[config.mk]
export PLATFORM = sky130hd
export DESIGN_NAME = axi_lite_mem_arbiter
export DESIGN_NICKNAME = d
export VERILOG_FILES = /design/src/rtl/axi_lite_mem_arbiter.sv
export SDC_FILE = /design/constraint.sdc
export NUM_CORES = 1
export LEC_CHECK = 0
export BUFFER_PORTS_ARGS = -buffer_cell sky130_fd_sc_hd__buf_2
export CORE_AREA = 2 2 450 452
export CTS_CLUSTER_DIAMETER = 50
export DETAILED_ROUTE_END_ITERATION = 8
export DIE_AREA = 0 0 452 454
export PLACE_DENSITY_LB_ADDON = 0.05
export SKIP_LAST_GASP = 1
export SLEW_MARGIN = 20
export SYNTH_ARGS = -nofsm -noshare
export SYNTH_HDL_FRONTEND = slang
export SYNTH_SLANG_ARGS = --single-unit
[constraint.sdc]
create_clock -name clk -period 2.9 [get_ports clk]
set_input_delay 0.145 -clock clk [delete_from_list [all_inputs] [get_ports clk]]
set_output_delay 0.145 -clock clk [all_outputs]
set_load 0.01 [all_outputs]
[src/rtl/axi_lite_mem_arbiter.sv]
// Shares one 128-bit AXI-Lite memory port between the I-cache (I_) and D-cache (D_) masters.
// Grants whole transactions one at a time, non-preemptive, round-robin or fixed priority.
module axi_lite_mem_arbiter #(
    parameter bit RR_EN      = 1'b1,
    parameter bit DATA_FIRST = 1'b1,
    localparam int unsigned ADDR_W = 32,
    localparam int unsigned DATA_W = 128,
    localparam int unsigned STRB_W = 16,
    localparam int unsigned MSG_W  = 32
) (
    input  logic              clk,
    input  logic              rst,
    // instruction-cache master
    input  logic [ADDR_W-1:0] I_readAddr_addr,
    input  logic              I_readAddr_valid,
    output logic              I_readAddr_ready,
    output logic [DATA_W-1:0] I_readData_data,
    output logic              I_readData_valid,
    input  logic              I_readData_ready,
    input  logic [ADDR_W-1:0] I_writeAddr_addr,
    input  logic              I_writeAddr_valid,
    output logic              I_writeAddr_ready,
    input  logic [DATA_W-1:0] I_writeData_data,
    input  logic [STRB_W-1:0] I_writeData_strb,
    input  logic              I_writeData_valid,
    output logic              I_writeData_ready,
    output logic [MSG_W-1:0]  I_writeResp_msg,
    output logic              I_writeResp_valid,
    input  logic              I_writeResp_ready,
    // data-cache master
    input  logic [ADDR_W-1:0] D_readAddr_addr,
    input  logic              D_readAddr_valid,
    output logic              D_readAddr_ready,
    output logic [DATA_W-1:0] D_readData_data,
    output logic              D_readData_valid,
    input  logic              D_readData_ready,
    input  logic [ADDR_W-1:0] D_writeAddr_addr,
    input  logic              D_writeAddr_valid,
    output logic              D_writeAddr_ready,
    input  logic [DATA_W-1:0] D_writeData_data,
    input  logic [STRB_W-1:0] D_writeData_strb,
    input  logic              D_writeData_valid,
    output logic              D_writeData_ready,
    output logic [MSG_W-1:0]  D_writeResp_msg,
    output logic              D_writeResp_valid,
    input  logic              D_writeResp_ready,
    // memory side
    output logic [ADDR_W-1:0] M_readAddr_addr,
    output logic              M_readAddr_valid,
    input  logic              M_readAddr_ready,
    input  logic [DATA_W-1:0] M_readData_data,
    input  logic              M_readData_valid,
    output logic              M_readData_ready,
    output logic [ADDR_W-1:0] M_writeAddr_addr,
    output logic              M_writeAddr_valid,
    input  logic              M_writeAddr_ready,
    output logic [DATA_W-1:0] M_writeData_data,
    output logic [STRB_W-1:0] M_writeData_strb,
    output logic              M_writeData_valid,
    input  logic              M_writeData_ready,
    input  logic [MSG_W-1:0]  M_writeResp_msg,
    input  logic              M_writeResp_valid,
    output logic              M_writeResp_ready,
    output logic [1:0]        grant
);

    typedef enum logic [2:0] {IDLE, RD_AR, RD_R, WR_AWW, WR_B} state_e;

    state_e     state_q, state_d;
    logic       own_q, own_d;
    logic       last_grant_q, last_grant_d;
    logic       aw_done_q, aw_done_d;
    logic       w_done_q, w_done_d;
    logic [1:0] grant_q, grant_d;

    logic       req_i, req_d, win, win_wr;

    // Owner-selected request-side signals
    logic [ADDR_W-1:0] sel_ar_addr, sel_aw_addr;
    logic [DATA_W-1:0] sel_w_data;
    logic [STRB_W-1:0] sel_w_strb;
    logic              sel_ar_valid, sel_r_ready, sel_aw_valid, sel_w_valid, sel_b_ready;

    // Owner-facing response-side signals before demux
    logic [DATA_W-1:0] o_r_data;
    logic [MSG_W-1:0]  o_b_msg;
    logic              o_ar_ready, o_r_valid, o_aw_ready, o_w_ready, o_b_valid;

    assign req_i = I_readAddr_valid | I_writeAddr_valid;
    assign req_d = D_readAddr_valid | D_writeAddr_valid;

    assign sel_ar_addr  = own_q ? D_readAddr_addr   : I_readAddr_addr;
    assign sel_ar_valid = own_q ? D_readAddr_valid  : I_readAddr_valid;
    assign sel_r_ready  = own_q ? D_readData_ready  : I_readData_ready;
    assign sel_aw_addr  = own_q ? D_writeAddr_addr  : I_writeAddr_addr;
    assign sel_aw_valid = own_q ? D_writeAddr_valid : I_writeAddr_valid;
    assign sel_w_data   = own_q ? D_writeData_data  : I_writeData_data;
    assign sel_w_strb   = own_q ? D_writeData_strb  : I_writeData_strb;
    assign sel_w_valid  = own_q ? D_writeData_valid : I_writeData_valid;
    assign sel_b_ready  = own_q ? D_writeResp_ready : I_writeResp_ready;

    always_ff @(posedge clk or posedge rst) begin
        if (rst) begin
            state_q      <= IDLE;
            own_q        <= 1'b0;
            last_grant_q <= ~DATA_FIRST;
            aw_done_q    <= 1'b0;
            w_done_q     <= 1'b0;
            grant_q      <= 2'b00;
        end else begin
            state_q      <= state_d;
            own_q        <= own_d;
            last_grant_q <= last_grant_d;
            aw_done_q    <= aw_done_d;
            w_done_q     <= w_done_d;
            grant_q      <= grant_d;
        end
    end

    always_comb begin
        state_d           = state_q;
        own_d             = own_q;
        last_grant_d      = last_grant_q;
        aw_done_d         = aw_done_q;
        w_done_d          = w_done_q;
        win               = 1'b0;
        win_wr            = 1'b0;
        M_readAddr_addr   = '0;
        M_readAddr_valid  = 1'b0;
        M_readData_ready  = 1'b0;
        M_writeAddr_addr  = '0;
        M_writeAddr_valid = 1'b0;
        M_writeData_data  = '0;
        M_writeData_strb  = '0;
        M_writeData_valid = 1'b0;
        M_writeResp_ready = 1'b0;
        o_ar_ready        = 1'b0;
        o_r_data          = '0;
        o_r_valid         = 1'b0;
        o_aw_ready        = 1'b0;
        o_w_ready         = 1'b0;
        o_b_msg           = '0;
        o_b_valid         = 1'b0;

        case (state_q)
            IDLE: begin
                if (req_i || req_d) begin
                    // Tie: round-robin away from the last owner, or the fixed favourite
                    if (req_i && req_d) win = RR_EN ? ~last_grant_q : DATA_FIRST;
                    else                win = req_d;
                    win_wr       = win ? D_writeAddr_valid : I_writeAddr_valid;
                    own_d        = win;
                    last_grant_d = win;
                    state_d      = win_wr ? WR_AWW : RD_AR;
                end
            end
            RD_AR: begin
                M_readAddr_addr  = sel_ar_addr;
                M_readAddr_valid = sel_ar_valid;
                o_ar_ready       = M_readAddr_ready;
                if (sel_ar_valid && M_readAddr_ready) state_d = RD_R;
            end
            RD_R: begin
                o_r_data         = M_readData_data;
                o_r_valid        = M_readData_valid;
                M_readData_ready = sel_r_ready;
                if (M_readData_valid && sel_r_ready) state_d = IDLE;
            end
            WR_AWW: begin
                // A completed channel is silenced so it cannot handshake twice
                if (!aw_done_q) begin
                    M_writeAddr_addr  = sel_aw_addr;
                    M_writeAddr_valid = sel_aw_valid;
                    o_aw_ready        = M_writeAddr_ready;
                    aw_done_d         = sel_aw_valid & M_writeAddr_ready;
                end
                if (!w_done_q) begin
                    M_writeData_data  = sel_w_data;
                    M_writeData_strb  = sel_w_strb;
                    M_writeData_valid = sel_w_valid;
                    o_w_ready         = M_writeData_ready;
                    w_done_d          = sel_w_valid & M_writeData_ready;
                end
                if (aw_done_d && w_done_d) state_d = WR_B;
            end
            WR_B: begin
                o_b_msg           = M_writeResp_msg;
                o_b_valid         = M_writeResp_valid;
                M_writeResp_ready = sel_b_ready;
                if (M_writeResp_valid && sel_b_ready) begin
                    aw_done_d = 1'b0;
                    w_done_d  = 1'b0;
                    state_d   = IDLE;
                end
            end
            default: state_d = IDLE;
        endcase

        grant_d = (state_d == IDLE) ? 2'b00 : (own_d ? 2'b10 : 2'b01);
    end

    assign grant = grant_q;

    // Response demux: the non-owner always sees zeros
    assign I_readAddr_ready  = ~own_q & o_ar_ready;
    assign I_readData_data   = own_q ? '0 : o_r_data;
    assign I_readData_valid  = ~own_q & o_r_valid;
    assign I_writeAddr_ready = ~own_q & o_aw_ready;
    assign I_writeData_ready = ~own_q & o_w_ready;
    assign I_writeResp_msg   = own_q ? '0 : o_b_msg;
    assign I_writeResp_valid = ~own_q & o_b_valid;

    assign D_readAddr_ready  = own_q & o_ar_ready;
    assign D_readData_data   = own_q ? o_r_data : '0;
    assign D_readData_valid  = own_q & o_r_valid;
    assign D_writeAddr_ready = own_q & o_aw_ready;
    assign D_writeData_ready = own_q & o_w_ready;
    assign D_writeResp_msg   = own_q ? o_b_msg : '0;
    assign D_writeResp_valid = own_q & o_b_valid;

endmodule

[Word-level counts from Yosys, hierarchy flattened]
Cells that the tools add are included.
Cells by class
  $add $sub $neg: 0
  $mul: 0
  divide/modulo/power cells: 0
  order comparisons: 0
  equal/unequal tests: 5
  shifts and indexed selects: 0
  muxes and demuxes: 58
  bitwise operators: 16
  reductions and logical operators: 11
Operators with widths (number)
  two-way mux 128 bit: 6
  two-way mux 32 bit: 8
  two-way mux 16 bit: 3
  two-way mux 1 bit: 30
  two-way mux 3 bit: 5
  case mux 3 bit (5 select lines): 1
  AND 1 bit: 12
  equality test 3 x 2 -> 1 bit (second input constant): 2
  zero test 3 bit: 2
  two-way mux 2 bit: 3
  logical AND 1 bit: 5
  case mux 1 bit (2 select lines): 2
  AND reduction 2 bit: 2
  equality test 3 x 1 -> 1 bit (second input constant): 1
  equality test 3 bit (second input constant): 1
  inequality test 2 bit (second input constant): 1
  inverter 1 bit: 2
  bitwise OR 1 bit: 2
  nonzero test 2 bit: 1
  logical OR 1 bit: 1
Storage, ports and cells
  register bits after elaboration: 9
  latch bits: 0
  RAM bits: 0
  ROM bits: 0
  input port bits: 593
  output and inout port bits: 545
  word-level logic and storage cells: 96
  memories kept: 0

[Depth between registers and ports, before layout]
Gate-level depths: netlist of the first run.
  depth in word-level cells: 11
  gate-level depth with buffers: 6
  gate-level depth less buffers: 5

[Worst setup path after synthesis of the first run]
OpenSTA, ideal clock, no wires.
  path kind: flip-flop to output port
  start point: register state_q[0]
  end point: output D_readData_data[100]
  arrival: 1.396 ns
  data required time: 2.755 ns
  path slack: 1.359 ns
  cell stages (with the launch flop): 6
  buffers on the path: 3
  cell sequence: dfrtp_1 > buf_6 > nor3b_4 > clkbuf_1 > clkbuf_1 > and3_1
On the way
  cells in the longest elaborated chain, start to end: 3
Ends and longest elaborated chain
  from (decl): line 69  | state_e state_q, state_d;
  from (signal assigned): line 111  | state_q <= state_d;
  equality test 3 x 2 -> 1 bit: line 145  | case (state_q)
  two-way mux 128 bit: line 145
  two-way mux 128 bit: line 214  | assign D_readData_data = own_q ? o_r_data : '0;
  to (decl): line 34  | output logic [DATA_W-1:0] D_readData_data,
No other way between the ends.

[Worst setup path in the final report of the first run]
  start point: register own_q
  end point: output M_writeData_strb[13]
On the way
  cells in the longest elaborated chain, start to end: 3
Ends and longest elaborated chain
  from (decl): line 70  | logic own_q, own_d;
  from (signal assigned): line 112  | own_q <= own_d;
  two-way mux 16 bit: line 98  | assign sel_w_strb = own_q ? D_writeData_strb : I_writeData_strb;
  two-way mux 16 bit: line 177  | if (!w_done_q) begin
  two-way mux 16 bit: line 145
  to (decl): line 58  | output logic [STRB_W-1:0] M_writeData_strb,
No other way between the ends.

==> flow_summary_export.csv, run 1 <==
group,metric,value,unit
logic_synthesis,yosys-top-cells-area,"mux2i_1, and3_1, nor2_1, and2_1, clkbuf_1",
final_layout,drive_gt1_share,59.96,%
drt,via_count,11211,
critical_path,critical_path.top_delay_family,"buffers and inverters",
clock_tree,numCtsBuffers,3,
power_and_ir_drop,p_per_area,508.6,nW/µm²
logic_synthesis,post_synth.cell_area_avg,6.550,µm²
drt,postRouteWirelength,96930,µm
floorplan,dieWidth,452,µm
critical_path,end_kind,"output port",
timing,layout_min_cycle_time,2.561,ns
logic_synthesis,yosysWarnings,0,
global_route,grt_max_degree,65,
clock_tree,clockBufferDepth,2,
final_layout,syn_to_final_growth,152.1,%
placement,port_buffers,1137,
clock_tree,cts_setup_buffers,0,
logic_synthesis,synthesis.area,6105,µm²
logic_synthesis,synthDistinctLibCells,34,
logic_synthesis,synth_flop_cell,"dfrtp_1",
status,status,"complete, no violations",
timing,clock_skew,0.001286,ns
critical_path,startpoint_type,"register",
clock_tree,cts_tree,"yes",
critical_path,ff2ff_path_depth,4,
critical_path,cp.depth,5,
floorplan,num_rows,165,
global_route,grt_pass1_vias,11525,
placement,dp_hpwl,87870,µm
timing,drv_slew,0,
logic_synthesis,netlist_instances,932,
clock_tree,ctsRootBufferMaster,"clkbuf_16",
global_route,antenna_found_initial,71,
timing,slew_headroom,51.38,%
critical_path,critPathMaxStageDelay,0.58,ns
timing,setup_ws,0.3393,ns
drt,detail_route.drc_violations,0,
floorplan,die_area,205200,µm²
drt,dr.pass1.iters,4,
hold_path,worst_hold_path_type,"input pin to register",
timing,finalHoldViolCount,0,
run,maxCapViolations,0,
critical_path,critPathMaxFanout,28,
logic_synthesis,synth_edf_count,0,
clock_tree,clk_pin_slew_worst_paths,0.04,ns
power_and_ir_drop,leakage,9.355,nW
logic_synthesis,synth_top_cell_by_area,"mux2i_1",
power_and_ir_drop,irDropWorstVdd,0.2566,mV
logic_synthesis,yosysTopAreaCellShare,34.43,%
drt,viasPerCell,2.381,
placement,place_ws,0.2792,ns
global_route,grt_pass1_wl,119800,µm
floorplan,start_util,3.039,%
timing,fin_crit_sh,88.30,%
floorplan,die_y,454,µm
floorplan,core,200900,µm²
placement,gp_congestion,0.7536,
timing,finalSetupViolCount,0,
timing,max_freq,0.3905,GHz
critical_path,cp_cell_sequence,"buf_12 > buf_4 > mux2i_1 > nor2_1 > buf_2",
drt,wl_met1,32330,µm
critical_path,worstPathArrival,2.42,ns
drt,met2_length,55160,µm
logic_synthesis,ys_top_cells_by_count,"and3_1, nor2_1, mux2i_1",
drt,top_layer,"met5",
drt,met3_length,6989,µm
global_route,grt-ovfl-total,0,
clock_tree,h-tree-depth,1,
critical_path,cp_slowest_cell,"mux2i_1",
logic_synthesis,syn-num-nets,1525,
final_layout,n_fill_cell,23980,
logic_synthesis,yosysMostFrequentCell,"and3_1",
clock_tree,clkLatencyLatePin,0.23,ns
drt,drtIter0Drc,367,
timing,rsz0062_at_grt,"false",
logic_synthesis,seq_area_frac_synth,3.689,%
global_route,grt_usage,8.717,%
critical_path,path_buf_inv,3,
hold_path,whs_path_depth,4,
drt,ant_nets,0,
timing,setup_tns,0,ns
clock_tree,clock-sinks,9,
logic_synthesis,synthArstFlopShare,100.0,%
logic_synthesis,synth_seq_cells,9,
critical_path,worstPathRequired,2.76,ns
drt,wire_per_inst,20.59,µm
timing,worst_pin_slew,0.7293,ns
critical_path,worstSetupPathType,"register to output port",
floorplan,ios,1138,
final_layout,nNetsFinal,2607,
## layout make-up
class	count	area (µm²)	share of cell area [%]
inverter	8	31.28	0.2032
tap	2672	3343	21.72
clock buffer	4	78.83	0.5121
sequential	9	229.0	1.488
timing repair buffer	1190	6291	40.87
antenna	23	57.56	0.3739
multi-input combinational	802	5361	34.83
## kinds of logic after synthesis
kind of cell           count (synthesis)  share of synthesized area (%)
flip-flops                             9                          3.689
buffers and inverters                121                          9.018
multiplexers                         213                          34.99
AND/OR/NAND/NOR                      572                          50.40
AO/OA/AOI/OAI                         17                          1.906
## cells in the final DEF (no fill, tap or decap), drive strengths merged
cell type / synthesis / final
nand2: 4 / 4
buf: 51 / 1189
dlygate4sd3: 0 / 1
nor3b: 3 / 3
clkbuf: 62 / 4
a31o: 1 / 1
or3: 1 / 1
and3: 259 / 259
mux2: 3 / 3
o32a: 1 / 1
and2: 67 / 67
nor4: 1 / 1
nor3: 6 / 6
nor2: 219 / 219
diode: 0 / 23
a31oi: 2 / 2
o32ai: 1 / 1
nand4bb: 3 / 3
or3b: 2 / 2
dfrtp: 9 / 9
nand3b: 1 / 1
inv: 8 / 7
a22o: 1 / 1
clkinv: 0 / 1
nand3: 1 / 1
nor2b: 4 / 4
o311a: 1 / 1
mux2i: 210 / 210
nand2b: 1 / 1
a21oi: 8 / 8
o21ai: 2 / 2
## worst paths after layout
check / startpoint / endpoint / slack, ns
worst max-delay path: own_q$_DFF_PP0_ / M_writeData_strb[13] / 0.34
worst min-delay path: I_readAddr_valid / last_grant_q$_DFFE_PP0P_ / 0.29
worst max register to register: state_q[1]$_DFF_PP0_ / grant[1]$_DFF_PP0_ / 0.88
worst min register to register: last_grant_q$_DFFE_PP0P_ / last_grant_q$_DFFE_PP0P_ / 0.56
max in group asynchronous: rst / own_q$_DFF_PP0_ / 2.04
min in group asynchronous: rst / last_grant_q$_DFFE_PP0P_ / 0.52
## flip-flops by register name, indices dropped and copies added (netlist names)
register / count
aw_done_q: 1
own_q: 1
state_q: 3
last_grant_q: 1
grant: 2
w_done_q: 1
## per-layer routing
metal / vias to the layer above / track usage (%)
li1: 5415 / -
met4: 36 / 1.724
met2: 551 / 17.75
met1: 5087 / 8.353
met3: 122 / 2.789
met5: - / 0.4431
## metrics by stage
stage	instance area (µm²)	instances	power, mW	util (%)	hold WS, ns
2_1_floorplan	6105	932	4.233	-	-0.02708
3_3_place_gp	15250	4680	8.124	7.590	0.1839
3_5_place_dp	15250	4680	7.972	7.590	0.1799
4_1_cts	15330	4685	8.257	7.634	0.2946
5_1_grt	15360	4697	8.601	7.649	0.3430
6_report	15390	4708	7.829	7.663	0.2861
## repair_timing
| action | 4_1_cts | 5_1_grt |
|---|---|---|
| hold buffers | 1 | 0 |
| hold endpoints to repair | 9 | 0 |
| resized for setup | 0 | 0 |
## power by group
part	internal (mW)	leakage (nW)	switching, mW
clock network	0.184	0.0383	0.0626
registers	0.187	0.102	0.140
logic	2.86	9.21	4.40
total	3.23	9.36	4.60
## worst reg2reg max path: stages, from the launching register on
cell and delay, ns:
dfrtp_1 0.59, or3b_1 0.66, a21oi_1 0.11, nor4_2 0.36, a31oi_1 0.15
(Power assumes the default switching activity.)
==> run 2: changes to the inputs <==
PLACE_DENSITY = 0.3   (was default)
PLACE_DENSITY_LB_ADDON = default   (was 0.05)
==> run 2 against run 1 <==
The flow now finishes with violations (negative setup slack); wire length is 43% higher; combinational power up 8.8%; design area increased by 0.89%; critical endpoint is now M_writeData_strb[15]; highest routed layer unchanged.
==> flow_summary_export.csv, run 2 (synthesis gave the netlist of run 1 again) <==
group,metric,value,unit
final_layout,seq_area,229.0,µm²
drt,dr.pass1.iters,5,
placement,dp_hpwl,128400,µm
clock_tree,clockBufferDepth,2,
drt,detail_route.drc_violations,0,
clock_tree,numCtsBuffers,3,
timing,drv_slew,0,
final_layout,drive_gt1_share,60.42,%
floorplan,die_y,454,µm
hold_path,whs_path_depth,4,
clock_tree,clock-sinks,9,
placement,port_buffers,1137,
critical_path,startpoint_type,"register",
final_layout,final_util,7.731,%
global_route,grt-ovfl-total,0,
timing,worst_pin_slew,0.9620,ns
critical_path,critical_path.top_delay_family,"multiplexers",
floorplan,die_area,205200,µm²
drt,via_count,12759,
global_route,antenna_found_initial,141,
critical_path,worstPathRequired,2.76,ns
final_layout,top_register,"state_q",
floorplan,start_util,3.039,%
floorplan,num_rows,165,
placement,place_ws,0.09743,ns
floorplan,core,200900,µm²
timing,finalSetupViolCount,1,
timing,fin_crit_sh,101.5,%
final_layout,syn_to_final_growth,154.4,%
clock_tree,cts_tree,"yes",
critical_path,rrSetupSlack,0.74,ns
timing,setup_ws,-0.04350,ns
critical_path,cp_slowest_cell,"mux2i_1",
critical_path,critPathMaxFanout,64,
clock_tree,h-tree-depth,1,
critical_path,worstSetupPathType,"register to output port",
timing,setup_tns,-0.04350,ns
timing,finalHoldViolCount,0,
critical_path,r2r-end,"grant[0]$_DFF_PP0_",
drt,wire_per_inst,29.23,µm
power_and_ir_drop,leakage,9.393,nW
global_route,grt_pass1_wl,160700,µm
power_and_ir_drop,irDropWorstVdd,0.4084,mV
timing,clock_skew,0.0002978,ns
timing,rsz0062_at_grt,"false",
critical_path,cp_cell_sequence,"buf_12 > mux2i_1 > nor2_1 > buf_2",
drt,viasPerCell,2.697,
clock_tree,ctsRootBufferMaster,"clkbuf_16",
final_layout,final_common_cell,"buf_2",
critical_path,worstPathArrival,2.80,ns
drt,postRouteWirelength,138200,µm
power_and_ir_drop,power,8.547,mW
critical_path,path_buf_inv,2,
critical_path,end_kind,"output port",
critical_path,critPathMaxStageDelay,0.84,ns
timing,layout_min_cycle_time,2.943,ns
final_layout,final_cell_mix,"buf_2, and3_1, nor2_1",
floorplan,ios,1138,
final_layout,finalInstanceArea,15530,µm²
hold_path,hold_end,"last_grant_q$_DFFE_PP0P_",
clock_tree,clk_pin_slew_worst_paths,0.04,ns
global_route,grt_usage,12.63,%
drt,drtIter0Drc,1044,
critical_path,r2r_start,"own_q$_DFF_PP0_",
final_layout,largest_register_ffs,3,
global_route,grt_pass1_vias,11553,
final_layout,n_fill_cell,23865,
status,violations,"negative setup slack",
run,maxCapViolations,0,
timing,max_freq,0.3397,GHz
drt,ant_nets,0,
final_layout,multi_input_area,5385,µm²
hold_path,min_from,"I_readAddr_valid",
floorplan,dieWidth,452,µm
hold_path,worst_hold_path_type,"input pin to register",
timing,slew_headroom,34.03,%
timing,whs,0.3008,ns
critical_path,ff2ff_path_depth,4,
final_layout,nNetsFinal,2618,
placement,gp_congestion,1.050,
placement,dp_cells,4690,
status,status,"finished, violations left",
clock_tree,clkLatencyLatePin,0.24,ns
global_route,grt_max_degree,143,
placement,placed_area,15320,µm²
power_and_ir_drop,p_per_area,550.4,nW/µm²
final_layout,fin_cells,4730,
-- run 2: report_power, final --
part / internal [mW] / switching (mW) / total, mW / leakage, nW
combinational: 2.89 / 5.01 / 7.90 / 9.25
sequential: 0.186 / 0.218 / 0.404 / 0.102
clock: 0.184 / 0.0628 / 0.247 / 0.0384
total: 3.26 / 5.29 / 8.55 / 9.39
-- run 2: routing by layer --
metal  wire length (µm)  global-route usage, %  share of wire [%]  vias to the layer above
met3              12540                  4.311                9.1                      197
met2              69890                  22.65                 51                      914
met5                342                      0               0.25                        -
met4               2161                  1.594                1.6                       52
met1              53310                  14.74                 39                     6138
li1                   -                      -                  -                     5458
-- run 2: worst register-to-register path, stage by stage (launching register included) --
cell     delay, ns
dfrtp_4       0.80
mux2_2        0.48
a21oi_1       0.15
nor4_2        0.43
a31oi_1       0.15
-- run 2: how the worst max path moves through the flow --
stage,startpoint,to,slack [ns],cells after the start
4_1_cts,own_q$_DFF_PP0_,M_writeData_data[124],0.04,4
2_1_floorplan,state_q[0]$_DFF_PP0_,D_readData_data[100],1.36,5
3_5_place_dp,own_q$_DFF_PP0_,M_writeAddr_addr[6],0.1,5
6_report,own_q$_DFF_PP0_,M_writeData_strb[15],-0.04,4
3_3_place_gp,own_q$_DFF_PP0_,M_writeData_data[123],-0.20,4
5_1_grt,own_q$_DFF_PP0_,M_writeData_strb[8],0.08,4
-- run 2: cell type report --
| class | count | share of cell area [%] |
|---|---|---|
| Tap cell | 2672 | 21.53 |
| Multi-Input combinational cell | 802 | 34.68 |
| Timing Repair Buffer | 1201 | 41.06 |
| Inverter | 8 | 0.2095 |
| Clock buffer | 4 | 0.5076 |
| Antenna cell | 34 | 0.5479 |
| Sequential cell | 9 | 1.474 |
-- run 2: timing repair --
action	CTS	global route
resized for setup	3	0
hold buffers	1	0
endpoints found under the setup margin	4	0
buffers inserted	1	0
endpoints found under the hold margin	9	0
